==> config.mk <==
export PLATFORM = sky130hd
export DESIGN_NAME = des_round_ctrl
export DESIGN_NICKNAME = d
export VERILOG_FILES = /design/src/rtl/des_round_ctrl.sv
export SDC_FILE = /design/constraint.sdc
export NUM_CORES = 1
export LEC_CHECK = 0
export BUFFER_PORTS_ARGS = -buffer_cell sky130_fd_sc_hd__buf_2
export CAP_MARGIN = 20
export CORE_ASPECT_RATIO = 1.5
export CORE_MARGIN = 2
export CORE_UTILIZATION = 48
export CTS_CLUSTER_DIAMETER = 80
export DETAILED_ROUTE_END_ITERATION = 7
export PLACE_DENSITY = 0.83
export SLEW_MARGIN = 25
export SYNTH_ARGS = -nofsm -noshare
export SYNTH_HDL_FRONTEND = slang
export SYNTH_SLANG_ARGS = --single-unit
==> constraint.sdc <==
create_clock -name clk -period 1.8 [get_ports clk]
set_clock_uncertainty 0.05 [all_clocks]
set_input_delay 0.54 -clock clk [delete_from_list [all_inputs] [get_ports clk]]
set_output_delay 0.54 -clock clk [all_outputs]
set_load 0.05 [all_outputs]
==> src/rtl/des_round_ctrl.sv <==
// des_round_ctrl: iterative DES round sequencer.
// Takes one 64-bit block at a time and applies IP. It then runs sixteen Feistel
// rounds through an external f-function and subkey source, applies IP^-1, and
// returns the result.
// Ports:
//   clk, rst                  clock, synchronous active-high reset
//   in_valid/in_ready         input handshake; in_data, in_decrypt sampled on accept
//   out_valid/out_ready       output handshake; out_data held until taken
//   round_idx, f_r            subkey index and R half presented to the f-function
//   f_result                  f(f_r, K[round_idx]); combinational (F_LAT=0) or one cycle late (F_LAT=1)
//   busy                      a block is in flight
module des_round_ctrl #(
  parameter int unsigned F_LAT = 0
) (
  input  logic        clk,
  input  logic        rst,
  input  logic        in_valid,
  output logic        in_ready,
  input  logic [63:0] in_data,
  input  logic        in_decrypt,
  output logic        out_valid,
  input  logic        out_ready,
  output logic [63:0] out_data,
  output logic [3:0]  round_idx,
  output logic [31:0] f_r,
  input  logic [31:0] f_result,
  output logic        busy
);

  localparam int unsigned W_BLK  = 64;
  localparam int unsigned W_HALF = 32;
  localparam int unsigned W_IDX  = 4;

  typedef enum logic [1:0] {IDLE, ROUND, DONE} state_t;

  // FIPS 46-3 tables: output bit i+1 takes input bit TBL[i] (bit 1 = MSB).
  localparam int unsigned IP_TBL [64] = '{
    58, 50, 42, 34, 26, 18, 10, 2,
    60, 52, 44, 36, 28, 20, 12, 4,
    62, 54, 46, 38, 30, 22, 14, 6,
    64, 56, 48, 40, 32, 24, 16, 8,
    57, 49, 41, 33, 25, 17,  9, 1,
    59, 51, 43, 35, 27, 19, 11, 3,
    61, 53, 45, 37, 29, 21, 13, 5,
    63, 55, 47, 39, 31, 23, 15, 7
  };

  localparam int unsigned FP_TBL [64] = '{
    40, 8, 48, 16, 56, 24, 64, 32,
    39, 7, 47, 15, 55, 23, 63, 31,
    38, 6, 46, 14, 54, 22, 62, 30,
    37, 5, 45, 13, 53, 21, 61, 29,
    36, 4, 44, 12, 52, 20, 60, 28,
    35, 3, 43, 11, 51, 19, 59, 27,
    34, 2, 42, 10, 50, 18, 58, 26,
    33, 1, 41,  9, 49, 17, 57, 25
  };

  function automatic logic [W_BLK-1:0] ip_perm(input logic [W_BLK-1:0] din);
    logic [W_BLK-1:0] dout;
    dout = '0;
    for (int i = 0; i < 64; i++) begin
      dout[6'(63 - i)] = din[6'(64 - IP_TBL[i])];
    end
    return dout;
  endfunction

  function automatic logic [W_BLK-1:0] fp_perm(input logic [W_BLK-1:0] din);
    logic [W_BLK-1:0] dout;
    dout = '0;
    for (int i = 0; i < 64; i++) begin
      dout[6'(63 - i)] = din[6'(64 - FP_TBL[i])];
    end
    return dout;
  endfunction

  state_t             state;
  logic [W_HALF-1:0]  l;
  logic [W_HALF-1:0]  r;
  logic [W_IDX-1:0]   cnt;
  logic               stall;
  logic               mode;

  logic [W_BLK-1:0]   ip_in;
  logic [W_HALF-1:0]  r_new;
  logic [W_BLK-1:0]   fp_out;

  assign ip_in  = ip_perm(in_data);
  assign r_new  = l ^ f_result;
  // Final round output is swapped ({R16, L16}) before IP^-1; L16 is the old R.
  assign fp_out = fp_perm({r_new, r});

  assign f_r      = r;
  assign in_ready = (state == IDLE) && !rst;

  // Sequencer: accept, sixteen round steps, hold result until taken.
  always_ff @(posedge clk) begin
    if (rst) begin
      state     <= IDLE;
      l         <= '0;
      r         <= '0;
      cnt       <= '0;
      stall     <= 1'b0;
      mode      <= 1'b0;
      out_data  <= '0;
      out_valid <= 1'b0;
      busy      <= 1'b0;
      round_idx <= '0;
    end else begin
      case (state)
        IDLE: begin
          if (in_valid) begin
            l         <= ip_in[63:32];
            r         <= ip_in[31:0];
            mode      <= in_decrypt;
            cnt       <= '0;
            stall     <= 1'b0;
            round_idx <= in_decrypt ? 4'd15 : 4'd0;
            busy      <= 1'b1;
            state     <= ROUND;
          end
        end
        ROUND: begin
          // With a registered f-function the first cycle of a round only waits.
          if ((F_LAT != 0) && !stall) begin
            stall <= 1'b1;
          end else begin
            stall     <= 1'b0;
            l         <= r;
            r         <= r_new;
            cnt       <= cnt + 4'd1;
            round_idx <= mode ? (round_idx - 4'd1) : (round_idx + 4'd1);
            if (cnt == 4'd15) begin
              out_data  <= fp_out;
              out_valid <= 1'b1;
              state     <= DONE;
            end
          end
        end
        DONE: begin
          if (out_ready) begin
            out_valid <= 1'b0;
            busy      <= 1'b0;
            state     <= IDLE;
          end
        end
        default: state <= IDLE;
      endcase
    end
  end

endmodule
# Word level (Yosys, flattened, before mapping)
# Index checks and enable logic that the tools add are counted.
# word_totals
mem_bits_ro	0
n_memories	0
reg_bits	109
latchBits	0
mem_bits_rw	0
# op_classes
n_addsub	3
magnitude_cmp	0
n_mul	0
bitwise	1
reduce_logical	12
muxes	19
n_div	0
shift	0
n_eq_ne	6
# op_table
op	n
$pmux 32 s2	2
$mux 32	2
$xor 32x32->32	1
$mux 4	4
$pmux 4 s2	2
$reduce_and 3->1	3
$add 4x1->4 const B	2
$mux 2	3
$ne 2x2->1 const B	3
$pmux 2 s3	1
$reduce_and 2->1	3
$reduce_bool 2->1	3
$eq 4x4->1 const B	1
$pmux 1 s2	2
$sub 4x1->4 const B	1
$mux 1	3
$eq 2x1->1 const B	1
$eq 2x2->1 const B	1
$logic_not 2->1	1
$logic_and 1x1->1	1
$logic_not 1->1	1

# Depth between registers and ports, before layout
# Gate-level depths: netlist of run 1.
# logic_depth
word_depth	3
depth_mapped	7

# Worst setup path before layout of run 1
# OpenSTA, ideal clock, no wires.
# synth_timing
kind	input to output
start	input rst
end	output in_ready
cell_stages	3
t_required_ns	1.210
path_slack_ns	-0.756
arrival_time_ns	1.966
path_cell_list	clkbuf_1 -> clkbuf_1 -> nor3_1
# synth_between
elab_chain_cells	2
# synth_rtl
element	line	rtl
start, declared	16	input logic rst,
$logic_not 1->1	94	assign in_ready = (state == IDLE) && !rst;
$logic_and 1x1->1	94	
end, declared	18	output logic in_ready,
# Every way passes these cells.

# Final worst setup path of run 1
# layout_timing
start	register state[0]
end	output in_ready
# layout_between
elab_chain_cells	2
# layout_rtl
element	line	rtl
start, declared	77	state_t state;
start signal, assigned	99	state <= IDLE;
start signal, assigned	120	state <= ROUND;
start signal, assigned	136	state <= DONE;
$logic_not 2->1	94	
$logic_and 1x1->1	94	
# Every way passes these cells.

==> out/metrics.yaml, run 1 <==
run_status:
  status: "completed"
hold_path:
  hold_class: "flop to flop"
logic_synthesis:
  synth_warnings: 0
  syn_inst: 582
  synth_edf_count: 0
  synth_most_common_cell: "dfxtp_1"
  synth_seq_area_share_pct: 44.5
  syn_avg_cell_area_um2: 8.43
  synth_area_leaders: "dfxtp_1 (44%), nor2_1 (7.6%), buf_4 (5.7%)"
  synthFlopType: "dfxtp_1"
  ys_seq_elements: 109
  synth_cell_types: 35
  yosysTopAreaCellShare_pct: 44.5
  ys_async_sr_fraction_pct: 0
  synth_commonest_cells: "dfxtp_1 (109), nor2_1 (99), nand2_1 (69)"
  yosys.area.top_type: "dfxtp_1"
  synth_area_um2: 4910
die:
  start_util_pct: 49.0
  rows: 45
  dieArea_um2: 11100
  die_x_um: 86.6
  dieHeight_um: 128
  core-area_um2: 10000
  ioPinCount: 204
critical_path:
  cp.required_ns: 1.21
  cp_data_arrival_time_ns: 1.19
  critPathMaxFanout: 6
  cp_num_buf_inv: 2
  crit_family: "flip-flops"
  r2r_setup_slack_ns: 0.13
  startpoint_type: "flop"
  end_kind: "output port"
  worstPathCellList: "buf_12, nor3_4, buf_6"
  max_stage_delay_ns: 0.35
  crit_path_top_delay_cell: "dfxtp_4"
  crit_type: "flop to output port"
layout:
  final_nets: 821
  drive_gt1_share_pct: 26.8
  stdcell_count: 839
  syn2layout_area_growth_pct: 22.8
power_and_ir_drop:
  p_seq_share_pct: 46.6
  power.switching_uw: 1770
  ir_drop_mv: 0.660
  p_per_area_nw_per_um2: 924
  p_comb_share_pct: 19.0
  leakagePower_uw: 0.00275
  swShare_pct: 31.7
  pwr-share-clk_pct: 34.3
  p_int_uw: 3800
  power_uw: 5570
place:
  hpwl_um: 8500
  placed_cells: 814
  portBuffers: 139
  place.gp.congestion: 0.849
grt:
  grt_pass1_vias: 4299
  grt_max_degree: 40
  grt_usage_pct: 22.4
  overflow: 0
  grt_pass1_wl_um: 19800
  grt_antenna_before_repair: 1
clocking:
  clockRootBuffer: "clkbuf_16"
  clkSlewWorstSetupHoldPaths_ns: 0.07
  cts_buffer_depth: 2
  cts_tree: "yes"
  clock_latency_ns: 0.34
  cts_max_level: 3
  clkSinkCount: 109
  numCtsBuffers: 9
timing:
  tightest_slew_ns: 0.732
  slew_viol_final: 0
  setup_violations: 0
  hold_viol: 0
  fin_tns_setup_ns: 0
  slew_headroom_pct: 51.1
  max_clock_freq_mhz: 562
  timing.final.crit_share_pct: 98.8
  rsz0062_at_grt: "yes"
  layout_min_cycle_time_ns: 1.78
routing:
  ant_nets: 0
  wl_per_cell_um: 14.9
  drt-initial-drc-count: 356
  drt-total-wl_um: 12500
  vias: 4507
  drc: 0
  first_pass_iters: 5
  viasPerCell: 5.37
flow_run:
  drv_cap: 0
-- tightest hold or removal path: cells and delay by family (launching register included) --
family,cells,cell delay [ns]
DFF,1,0.31
and+or+nand+nor,1,0.05
AOI/OAI and AO/OA,1,0.05
-- power groups by stage --
stage,clock network [uW],logic (uW),registers [uW]
2_1_floorplan,0,584,2870
3_3_place_gp,0,989,2650
3_5_place_dp,0,1010,2650
4_1_cts,1960,1030,2600
5_1_grt,2070,1140,2610
6_report,1910,1060,2600
-- cell families (layout without fill, tap and decap cells) --
family / after synthesis / in the layout / synth area share, %
buf+inv: 80 / 188 / 9.81
xor+xnor: 34 / 34 / 6.07
other cells: 1 / 33 / 0.0764
fa+ha+maj: 4 / 4 / 1.17
compound gates: 134 / 134 / 18.6
mux: 1 / 1 / 0.229
flops: 109 / 109 / 44.5
simple gates: 219 / 219 / 19.6
-- flip-flops by register name, summed over array words and instances, names as in the netlist --
| register | count |
|---|---|
| l | 32 |
| busy | 1 |
| out_data | 32 |
| cnt | 4 |
| f_r | 32 |
| state | 2 |
| out_valid | 1 |
| round_idx | 4 |
| mode | 1 |
-- worst paths after layout --
kind | from | to | depth (start not counted)
worst max-delay path | state[0] | in_ready | 3
worst max register to register | state[0] | f_r[14] | 7
worst min register to register | out_data[13] | out_data[13] | 2
worst min-delay path | out_data[13] | out_data[13] | 2
-- timing repair --
| item | 4_1_cts | 5_1_grt |
|---|---|---|
| buffers inserted | 0 | 6 |
| gates resized for setup | 3 | 2 |
| hold buffers | 0 | 0 |
| cloned | 1 | 1 |
| setup endpoints to repair | 16 | 1 |
| pin swaps | 0 | 1 |
-- stage by stage --
step           util, %  instance area [um^2]  hold WS, ns  worst slack, ns
3_5_place_dp      56.0                  5620        0.397           -0.321
6_report          60.1                  6030        0.402           0.0217
3_3_place_gp      56.0                  5620        0.388           -0.255
4_1_cts           59.4                  5950        0.389          -0.0451
5_1_grt           60.1                  6020        0.406          -0.0209
2_1_floorplan        -                  5080        0.430          -0.0865
-- final cells by class --
cell class,count,area [um^2]
inverters,5,18.8
fillers,909,4000
clock buffers,9,225
well taps,117,146
multi-input cells,424,2380
clock inverters,7,66.3
repair buffers,167,998
diodes,1,2.50
flip-flops and latches,109,2190
-- placed cells by master, fill, tap and decap left out, types with 3 or more instances in the layout --
cell	n
a211oi_1	5
a21oi_1	38
a221oi_1	16
a22o_1	16
a22oi_1	35
buf_12	3
buf_2	137
buf_4	23
clkbuf_16	10
conb_1	32
dfxtp_1	107
ha_1	3
inv_1	5
inv_8	3
nand2_1	69
nand2b_1	13
nand3b_1	13
nor2_1	98
nor3_1	15
o21ai_0	18
xnor2_1	5
xor2_1	29
-- layer usage --
metal	wire length (um)	vias up	GRT usage, %	part of all wire (%)
met1	4920	2107	26.1	39
met3	747	28	4.57	6.0
met5	0	-	0	0
met4	342	0	11.0	2.7
li1	-	2184	-	-
met2	6520	188	38.4	52
(Power assumes the default switching activity.)
==> run 2: changes to the inputs <==
Settings changed: ABC_AREA set to 1.
==> run 2 against run 1 <==
  * Power rose by 2.4%
  * Design area fell by 1.9%
  * Non-clock buffer count fell by 17
  * Sequential share of layout area rose by 0.64 points
  * Combinational power barely moved
  * Synthesized area fell by 0.71%
  * Die area fell by 0.69%
  * Critical endpoint unchanged
==> out/metrics.yaml, run 2 <==
run_status:
  status: "completed"  # unchanged
layout:
  drive_gt1_share_pct: 21.4  # was 26.8%
  layout_commonest_cell: "nand2_1"  # was buf_2
  stdcell_count: 951  # was 839
  fill_cells: 970  # was 909
  final_nets: 932  # was 821
  layout_common_cells: "nand2_1 (292), buf_2 (138), dfxtp_1 (108)"  # was buf_2 (137), dfxtp_1 (107), nor2_1 (98)
  syn2layout_area_growth_pct: 21.3  # was 22.8%
routing:
  drt-initial-drc-count: 261  # was 356
  first_pass_iters: 4  # was 5
  wl_met1_um: 4710  # was 4920 um
  wl_per_cell_um: 12.2  # was 14.9 um
  viasPerCell: 4.83  # was 5.37
  vias: 4596  # was 4507
  ant_nets: 0  # unchanged
  drc: 0  # unchanged
  drt-total-wl_um: 11600  # was 12500 um
  wl_met3_um: 653  # was 747 um
  wl_met2_um: 5980  # was 6520 um
  highest_layer: "met4"  # unchanged
grt:
  grt_usage_pct: 21.0  # was 22.4%
  grt_pass1_vias: 4050  # was 4299
  grt_max_degree: 76  # was 40
  grt_antenna_before_repair: 3  # was 1
  overflow: 0  # unchanged
  grt_pass1_wl_um: 18500  # was 19800 um
logic_synthesis:
  synthMuxAreaShare_pct: 0  # was 0.229%
  syn_inst: 701  # was 582
  yosys.area.top_type: "dfxtp_1"  # unchanged
  synth_area_leaders: "dfxtp_1 (45%), nand2_1 (22%), a21oi_1 (7.8%)"  # was dfxtp_1 (44%), nor2_1 (7.6%), buf_4 (5.7%)
  synth_cell_types: 26  # was 35
  synth_xor_area_share_pct: 3.06  # was 6.07%
  synth_warnings: 0  # unchanged
  synth_seq_area_share_pct: 44.8  # was 44.5%
  ys_async_sr_fraction_pct: 0  # unchanged
  synth-compound-area-share_pct: 9.04  # was 18.6%
  synth_edf_count: 0  # unchanged
  ys_seq_elements: 109  # unchanged
  synthSimpleGateAreaFrac_pct: 29.8  # was 19.6%
  synth_area_um2: 4870  # was 4910 um^2
  synthFlopType: "dfxtp_1"  # unchanged
  synth_commonest_cells: "nand2_1 (292), dfxtp_1 (109), a21oi_1 (76)"  # was dfxtp_1 (109), nor2_1 (99), nand2_1 (69)
  synth_top_family_by_area: "simple AND/OR/NAND/NOR gates"  # unchanged
  synth_most_common_cell: "nand2_1"  # was dfxtp_1
  yosysTopAreaCellShare_pct: 44.8  # was 44.5%
  synthAdderAreaFrac_pct: 1.18  # was 1.17%
  syn_avg_cell_area_um2: 6.95  # was 8.43 um^2
place:
  dp_slack_ns: 0.0916  # was -0.321 ns
  place.gp.congestion: 0.803  # was 0.849
  portBuffers: 139  # unchanged
  hpwl_um: 7890  # was 8500 um
  placed_cells: 933  # was 814
critical_path:
  end_kind: "output port"  # unchanged
  cp.required_ns: 1.21  # about the same
  worstRegToRegCells: 6  # was 7
  cp_data_arrival_time_ns: 1.13  # was 1.19 ns
  startpoint_type: "flop"  # unchanged
  critPathMaxFanout: 4  # was 6
  crit_type: "flop to output port"  # unchanged
clocking:
  clockRootBuffer: "clkbuf_16"  # unchanged
  clkSlewWorstSetupHoldPaths_ns: 0.07  # about the same
  clkSinkCount: 109  # unchanged
  cts_buffer_depth: 2  # unchanged
  cts.repair.resized: 1  # was 3
  ctsHoldBuffers: 0  # unchanged
  numCtsBuffers: 9  # unchanged
  cts_setup_buffers: 0  # unchanged
  cts_max_level: 3  # unchanged
  cts_tree: "yes"  # unchanged
  clock_latency_ns: 0.34  # about the same
timing:
  tightest_slew_ns: 0.605  # was 0.732 ns
  rsz0062_at_grt: "no"  # was yes
  timing.final.crit_share_pct: 95.6  # was 98.8%
  slew_viol_final: 0  # unchanged
  layout_min_cycle_time_ns: 1.72  # was 1.78 ns
  max_clock_freq_mhz: 581  # was 562 MHz
  hold_viol: 0  # unchanged
  setup_violations: 0  # unchanged
  worst_slack_ns: 0.0785  # was 0.0217 ns
  fin_tns_setup_ns: 0  # unchanged
  slew_headroom_pct: 59.6  # was 51.1%
die:
  ioPinCount: 204  # unchanged
  start_util_pct: 48.6  # was 49.0%
  dieArea_um2: 11000  # was 11100 um^2
  dieHeight_um: 127  # was 128 um
  core-area_um2: 10000  # unchanged
  die_x_um: 86.3  # was 86.6 um
  rows: 45  # unchanged
hold_path:
  hold_class: "flop to flop"  # unchanged
  hold_depth: 2  # unchanged
power_and_ir_drop:
  p_per_area_nw_per_um2: 964  # was 924 nW/um^2
  ir_drop_mv: 0.513  # was 0.660 mV
  leakagePower_uw: 0.00295  # was 0.00275 uW
  power_uw: 5700  # was 5570 uW
flow_run:
  drv_cap: 0  # unchanged
run 2: cell types whose count changed after synthesis, moves of 16 or more:
cell and change:
nand2_1 +223, a22o_1 -16, a21oi_1 +38, a22oi_1 -35
nor2_1 -64, nand3_1 +34, a221oi_1 -16, nor3_1 -16
inv_1 +38
run 2: cell type report:
class	count	area, um^2	area share (%)
Clock inverter	4	52.6	0.889
Clock buffer	12	267	4.51
Inverter	48	180	3.05
Tap cell	117	146	2.48
Antenna cell	2	5.00	0.0847
Sequential cell	109	2180	36.9
Timing Repair Buffer	150	847	14.3
Multi-Input combinational cell	509	2230	37.7
run 2: per-stage QoR:
step / hold slack (ns) / area (um^2) / util (%)
detailed placement: 0.400 / 5580 / 55.7
global placement: 0.395 / 5580 / 55.7
floorplan: 0.398 / 4990 / -
CTS: 0.409 / 5900 / 58.9
global route: 0.427 / 5910 / 58.9
finish: 0.408 / 5910 / 59.0
run 2: metal layers:
metal | global-route usage (%) | vias to the layer above
met5 | 0 | -
met4 | 8.64 | 0
met3 | 4.07 | 17
met2 | 37.4 | 148
met1 | 24.3 | 2071
li1 | - | 2360
run 2: cell families (layout without fill, tap and decap cells):
kind of cell / after synthesis / after routing
AND/OR/NAND/NOR: 369 / 369
buffers and inverters: 114 / 214
flip-flops: 109 / 109
AO/OA/AOI/OAI: 87 / 87
XOR/XNOR: 17 / 17
adder cells (fa/ha/maj): 4 / 4
other: 1 / 34
run 2: power by group:
part / leakage [uW] / switching, uW / internal (uW) / total [uW]
Combinational: 0.00190 / 757 / 278 / 1040
Sequential: 0.000888 / 83.6 / 2510 / 2590
Clock: 0.000160 / 872 / 1200 / 2070
Total: 0.00295 / 1710 / 3990 / 5700
run 2: path summary, 6_finish.rpt:
| check | start | end | slack [ns] |
|---|---|---|---|
| worst max-delay path | state[1] | in_ready | 0.08 |
| worst min-delay path | out_data[14] | out_data[14] | 0.41 |
| worst max register to register | cnt[0] | out_data[0] | 0.20 |
| worst min register to register | out_data[14] | out_data[14] | 0.41 |
run 2: critical path, cell delays in order (launching register included):
cell and delay [ns]:
dfxtp_1 0.34, inv_2 0.12, nand2_1 0.08, nor2_2 0.10, buf_6 0.16
